### config.mk
export PLATFORM = sky130hd
export DESIGN_NAME = matrix_decompiler
export DESIGN_NICKNAME = d
export VERILOG_FILES = /design/src/rtl/matrix_decompiler.sv
export SDC_FILE = /design/constraint.sdc
export NUM_CORES = 1
export LEC_CHECK = 0
export CAP_MARGIN = 20
export CORE_AREA = 2 2 73 75
export DETAILED_ROUTE_END_ITERATION = 8
export DIE_AREA = 0 0 75 77
export PLACE_DENSITY_LB_ADDON = 0.3
export SLEW_MARGIN = 5
export SYNTH_ARGS = -nofsm -noshare
export SYNTH_HDL_FRONTEND = slang
export SYNTH_SLANG_ARGS = --single-unit
### constraint.sdc
create_clock -name eth_refclk -period 2.8 [get_ports eth_refclk]
set_input_delay 0.84 -clock eth_refclk [delete_from_list [all_inputs] [get_ports eth_refclk]]
set_output_delay 0.84 -clock eth_refclk [all_outputs]
set_load 0.01 [all_outputs]
### src/rtl/matrix_decompiler.sv
// rtl/matrix_decompiler.sv - RMII frame receiver that unpacks a row-major matrix into addressed elements
module matrix_decompiler #(
    parameter int MAX_ELEMENT_SIZE = 8,
    parameter int MAX_SIZE_A       = 32,
    parameter int MAX_SIZE_B       = 32
) (
    input  logic                          eth_refclk,
    input  logic                          rst,
    input  logic                          crsdv,
    input  logic [1:0]                    dibit,
    output logic [$clog2(MAX_SIZE_A)-1:0] row_addr,
    output logic [$clog2(MAX_SIZE_B)-1:0] col_addr,
    output logic [MAX_ELEMENT_SIZE-1:0]   matrix_element,
    output logic                          valid_data_out,
    output logic                          frame_done,
    output logic                          frame_error
);

    localparam int AW   = $clog2(MAX_SIZE_A);
    localparam int BW   = $clog2(MAX_SIZE_B);
    localparam int W    = MAX_ELEMENT_SIZE;
    localparam int EDIB = W / 2;
    localparam int DW   = (EDIB > 1) ? $clog2(EDIB) : 1;

    localparam logic [DW-1:0] DLAST = DW'(EDIB - 1);
    localparam logic [8:0]    LIM_A = 9'(MAX_SIZE_A);
    localparam logic [8:0]    LIM_B = 9'(MAX_SIZE_B);

    typedef enum logic [2:0] {
        IDLE,
        PREAMBLE,
        HDR_ROWS,
        HDR_COLS,
        PAYLOAD,
        DRAIN
    } state_t;

    state_t         state;
    logic           blocked;     // set by reset: stay deaf until the wire has gone quiet once
    logic [1:0]     hcnt;
    logic [7:0]     hdr_r;
    logic [7:0]     hdr_c;
    logic [DW-1:0]  dcnt;
    logic [W-1:0]   acc;
    logic [AW-1:0]  row;
    logic [BW-1:0]  col;

    logic [W-1:0]   acc_next;
    logic [7:0]     hdr_c_next;
    logic           last_col;
    logic           last_elem;

    // Next-value helpers: LSB-first dibit shift-in and end-of-row/end-of-matrix detection
    always_comb begin
        acc_next   = (acc >> 2) | (W'(dibit) << (W - 2));
        hdr_c_next = {dibit, hdr_c[7:2]};
        last_col   = (8'(col) == hdr_c);
        last_elem  = last_col && (8'(row) == hdr_r);
    end

    // Receive FSM with registered strobes, indices and element value
    always_ff @(posedge eth_refclk) begin
        if (rst) begin
            state          <= IDLE;
            blocked        <= 1'b1;
            hcnt           <= '0;
            hdr_r          <= '0;
            hdr_c          <= '0;
            dcnt           <= '0;
            acc            <= '0;
            row            <= '0;
            col            <= '0;
            row_addr       <= '0;
            col_addr       <= '0;
            matrix_element <= '0;
            valid_data_out <= 1'b0;
            frame_done     <= 1'b0;
            frame_error    <= 1'b0;
        end else begin
            valid_data_out <= 1'b0;
            frame_done     <= 1'b0;
            frame_error    <= 1'b0;
            case (state)
                IDLE: begin
                    hcnt <= '0;
                    dcnt <= '0;
                    row  <= '0;
                    col  <= '0;
                    if (!crsdv) begin
                        blocked <= 1'b0;
                    end else if (!blocked && dibit == 2'b01) begin
                        state <= PREAMBLE;
                    end else begin
                        state <= DRAIN;
                    end
                end
                PREAMBLE: begin
                    if (!crsdv) begin
                        state <= IDLE;
                    end else begin
                        case (dibit)
                            2'b01:   state <= PREAMBLE;
                            2'b11: begin
                                state <= HDR_ROWS;
                                hcnt  <= '0;
                            end
                            default: state <= DRAIN;
                        endcase
                    end
                end
                HDR_ROWS: begin
                    if (!crsdv) begin
                        frame_error <= 1'b1;
                        state       <= IDLE;
                    end else begin
                        hdr_r <= {dibit, hdr_r[7:2]};
                        hcnt  <= hcnt + 2'd1;
                        if (hcnt == 2'd3) begin
                            state <= HDR_COLS;
                        end
                    end
                end
                HDR_COLS: begin
                    if (!crsdv) begin
                        frame_error <= 1'b1;
                        state       <= IDLE;
                    end else begin
                        hdr_c <= hdr_c_next;
                        hcnt  <= hcnt + 2'd1;
                        if (hcnt == 2'd3) begin
                            if ({1'b0, hdr_r} >= LIM_A || {1'b0, hdr_c_next} >= LIM_B) begin
                                frame_error <= 1'b1;
                                state       <= DRAIN;
                            end else begin
                                state <= PAYLOAD;
                                dcnt  <= '0;
                                row   <= '0;
                                col   <= '0;
                            end
                        end
                    end
                end
                PAYLOAD: begin
                    if (!crsdv) begin
                        frame_error <= 1'b1;
                        dcnt        <= '0;
                        state       <= IDLE;
                    end else begin
                        acc <= acc_next;
                        if (dcnt == DLAST) begin
                            dcnt           <= '0;
                            valid_data_out <= 1'b1;
                            matrix_element <= acc_next;
                            row_addr       <= row;
                            col_addr       <= col;
                            if (last_elem) begin
                                frame_done <= 1'b1;
                                state      <= DRAIN;
                            end else if (last_col) begin
                                col <= '0;
                                row <= row + AW'(1);
                            end else begin
                                col <= col + BW'(1);
                            end
                        end else begin
                            dcnt <= dcnt + DW'(1);
                        end
                    end
                end
                DRAIN: begin
                    if (!crsdv) begin
                        blocked <= 1'b0;
                        state   <= IDLE;
                    end
                end
                default: state <= IDLE;
            endcase
        end
    end

endmodule

# Word level (Yosys, flattened, before mapping)
# Index checks and enable logic that the tools add are counted.
# totals
register_bits,63
inputBits,5
wordCells,118
# op_classes
add_sub_neg,4
n_lt_le_gt_ge,2
eq_ne,27
mux,44
bitwise,4
reduce_logical,22
# ops
operator,n
two-way mux 5 bit,11
two-way mux 3 bit,11
one-hot mux 5 bit (3 select lines),2
"!= test 2 bit, second input constant",11
one-hot mux 3 bit (6 select lines),1
== test 5 x 8 -> 1 bit,2
"greater-or-equal comparator 8 x 6 -> 1 bit, second input constant",2
two-way mux 2 bit,8
"!= test 3 bit, second input constant",4
one-hot mux 2 bit (3 select lines),2
"adder 5 x 1 -> 5 bit, second input constant",2
bitwise OR 6 x 8 -> 8 bit,1
AND reduction 2 bit,4
AND reduction 4 bit,2
AND reduction 8 bit,1
two-way mux 1 bit,7
AND reduction 7 bit,1
"== test 2 bit, second input constant",3
"== test 3 x 2 -> 1 bit, second input constant",2
"== test 3 bit, second input constant",2
one-hot mux 3 bit (2 select lines),1
AND reduction 6 bit,1
nonzero test 3 bit,2
OR reduction 2 bit,3
13 further kinds,17

# Logic depth before layout (Yosys ltp)
# depth
depth_word,6
ltp_mapped,7
ltp_nobuf,6

# Least setup slack after synthesis
# Ideal clock, no wire load.
# synth_timing
path_kind,input port to flip-flop
from,in dibit[1]
to,reg state[0]
setup_ns,0.103
arrival_time_ns,2.075
t_required_ns,2.697
path_slack_ns,0.622
cell_stages,6
n_path_buf,1
cell_sequence,buf_2 > and4b_1 > or3_4 > a211oi_2 > nor3b_1 > a2111oi_2
# synth_via
elab_chain_len,6
# synth_lines
item,line_no,source
from (decl),10,"input logic [1:0] dibit,"
greater-or-equal comparator 8 x 6 -> 1 bit,131,"if ({1'b0, hdr_r} >= LIM_A || {1'b0, hdr_c_next} >= LIM_B) begin"
logical OR 1 bit,131,
two-way mux 1 bit,131,
two-way mux 3 bit,130,if (hcnt == 2'd3) begin
two-way mux 3 bit,124,if (!crsdv) begin
one-hot mux 3 bit (6 select lines) (*),83,case (state)
to (signal assigned),126,state <= IDLE;
to (signal assigned),133,state <= DRAIN;
to (signal assigned),135,state <= PAYLOAD;
to (decl),38,state_t state;
# Every way passes the cells marked *; elsewhere a longest branch is shown, timed or not. The select of a mux whose other input is x is not followed.
# A chain may end at the register's enable or synchronous reset.

# Worst setup path in the final report
# Ends and elaborated chain as after synthesis.

==> flow_summary.toml <==
[power_and_ir_drop]
swShare = 0.294
switching_power_uw = 547
clkPwrFrac = 0.368
powerDensity_nw_per_um2 = 576
p_int_uw = 1310
ir_worst_vdd_v = 0.000493
p_leak_uw = 0.00111
power.share.sequential = 0.500
combPwrFrac = 0.131

[clock_tree]
clk_latency_ps = 340
postCtsSetupBuffers = 0
clkSinkCount = 61
htree_levels = 3
cts_resized = 0
clk_path_buf_depth = 2
cts-root-buf = "clkbuf_8"
hold_buffers = 0
clk_pin_slew_ps = 80
cts_tree = "yes"
cts_buffers = 9

[route]
routed_wl_um = 6030
drt-initial-drc-count = 149
drt_pass1_iterations = 4
via_per_inst = 5.44
dr_total_vias = 2401
wire_per_inst_um = 13.7
drc = 0
ant_nets = 0

[synthesis]
yosysUniqueCellTypes = 50
synth_top_area_cell = "dfxtp_1"
synthFlopType = "dfxtp_1"
synth_seq_area_share = 0.450
synth_area_leaders = "dfxtp_1 (45%), nand2_1 (12%), a21oi_1 (9.2%), xnor2_1 (2.9%), nor2_1 (2.1%)"
yosysWarnings = 0
ys_ff_latch = 61
synth_edf_count = 0
synthCells = 337
syn_area_um2 = 2720
avgSynthCellArea_um2 = 8.06
mappedNetlistNets = 346
ys_async_sr_fraction = 0
synth_top_area_frac = 0.450

[die]
design.core.area_um2 = 4980
fp.dieW_um = 75
boundaryPins = 26
dieArea_um2 = 5780
fp.dieH_um = 77
rows = 26
start_util = 0.546

[timing]
tightest_slew_ps = 531
hold_viol_final = 0
rsz0062_at_grt = "no"
max_freq_mhz = 422
setup-tns-final_ps = 0
finalSetupViolations = 0
timing.slew.headroom = 0.645
final_max_slew_viol_count = 0
finClkSkew_ps = 10.3
min_period_over_period = 0.847
fin_crit_ps = 2370
final.setup.worst_slack_ps = 429

[setup_path]
worstSetupStartpointType = "primary input"
worstPathRequired_ps = 3040
endpoint_kind = "register"
critPathKind = "in2reg"
max_stage_delay_ps = 530
critPathSlowestCell = "clkdlybuf4s50_1"
cp.buffers_inverters = 1
crit_chain = "clkdlybuf4s50_1, and4b_1, or3_4, a211oi_2, nor3b_1, a2111oi_2"
cp_data_arrival_time_ps = 2610
critPathTopFamily = "simple AND/OR/NAND/NOR gates"
cp_max_fo = 6

[finish]
layout_common_cells = "nand2_1 (90), dfxtp_1 (61), a21oi_1 (50)"
finalNonFillerCells = 441
fillers = 449
final_common_cell = "nand2_1"
utilization = 0.648
n_antenna_cell = 0
multiInputGateArea_um2 = 1390
drive_above_1_share = 0.0997
syn_to_final_growth_pct = 18.8
nets = 375
seqCellArea_um2 = 1220

[run]
maxCapViolCount = 0

[placement]
gp_congestion = 0.941
pre_cts_slack_ps = 86.6
post-place-cells = 425
port_buffers = 25
dp_hpwl_um = 4270

[run_status]
status = "complete, no violations"

[grt]
antenna_found_initial = 0
globalRouteTotalUtil = 0.224
grt_pass1_wl_um = 9940
grt_max_degree = 26
gr-total-overflow = 0
grt_pass1_vias = 2128

[worst_hold_path]
hold_path_class = "reg2reg"
## cell usage after synthesis (2+ instances only)
cell,count
xor2_1,2
a311oi_1,2
a31oi_1,4
nand3_1,8
a21oi_1,50
nand2b_1,7
xnor2_1,9
nor2b_1,5
o32ai_1,2
inv_1,4
and2_1,4
nand3b_1,2
buf_2,7
o21ai_0,4
buf_1,2
a22oi_1,2
nand2_1,90
nor4_1,2
and4b_1,2
mux2i_1,2
nor2_1,15
dfxtp_1,61
o31ai_1,4
nand4_1,2
nor3_1,7
clkbuf_1,9
ha_1,4
o311ai_0,3
## layout make-up
type / instances / area share
clock buffer: 9 / 0.0384
clock inverter: 7 / 0.0159
inverter: 4 / 0.00465
multi-input combinational: 253 / 0.432
sequential: 61 / 0.378
tap: 70 / 0.0271
timing repair buffer: 37 / 0.104
## metal layers
layer  share of wire  up-vias  global-route usage
li1                -     1228                   -
met1            0.48     1104               0.300
met2            0.45       53               0.331
met3           0.041       16              0.0565
met4           0.028        0               0.107
met5               0        -                   0
## worst paths after layout
| check | start | end | slack (ps) | cells past startpoint |
|---|---|---|---|---|
| min reg2reg | row_addr[3]$_SDFFE_PP0P_ | row_addr[3]$_SDFFE_PP0P_ | 450 | 2 |
| max reg2reg | state[1]$_SDFFE_PP0P_ | state[0]$_SDFFE_PP0P_ | 820 | 5 |
| min | row_addr[3]$_SDFFE_PP0P_ | row_addr[3]$_SDFFE_PP0P_ | 450 | 2 |
| max | dibit[1] | state[0]$_SDFFE_PP0P_ | 430 | 6 |
## cells by family after synthesis
group,share of synthesized area
compound gates,0.187
xor+xnor,0.0355
fa+ha+maj,0.0184
buf+inv,0.0378
flops,0.450
mux,0.00737
simple gates,0.264
## state kept, by name (all words and copies together) (netlist names)
name            cells
hdr_c               8
hdr_r               8
matrix_element      8
acc                 6
col                 5
col_addr            5
row                 5
row_addr            5
state               3
dcnt                2
hcnt                2
blocked             1
frame_done          1
frame_error         1
valid_data_out      1
## worst register-to-register path: stages (launching register included)
cell and delay, ps:
dfxtp_1 630, and4b_1 280, or3_4 370, a211oi_2 200, nor3b_1 90, a2111oi_2 320
## power by group through the flow
stage          combinational, uW  clock, uW  sequential [uW]
4_1_cts                      243        695              930
5_1_grt                      267        738              935
3_3_place_gp                 233          0              950
2_1_floorplan                212          0              922
3_5_place_dp                 241          0              950
6_report                     244        685              930
## stage by stage
stage	cell area, um^2	hold slack [ps]	power, uW
after floorplan	2720	432	1130
after global placement	3050	443	1180
after detailed placement	3050	446	1190
after CTS	3230	456	1870
after global routing	3230	475	1940
final	3230	453	1860
No activity file was read; power rests on OpenSTA's default activity.
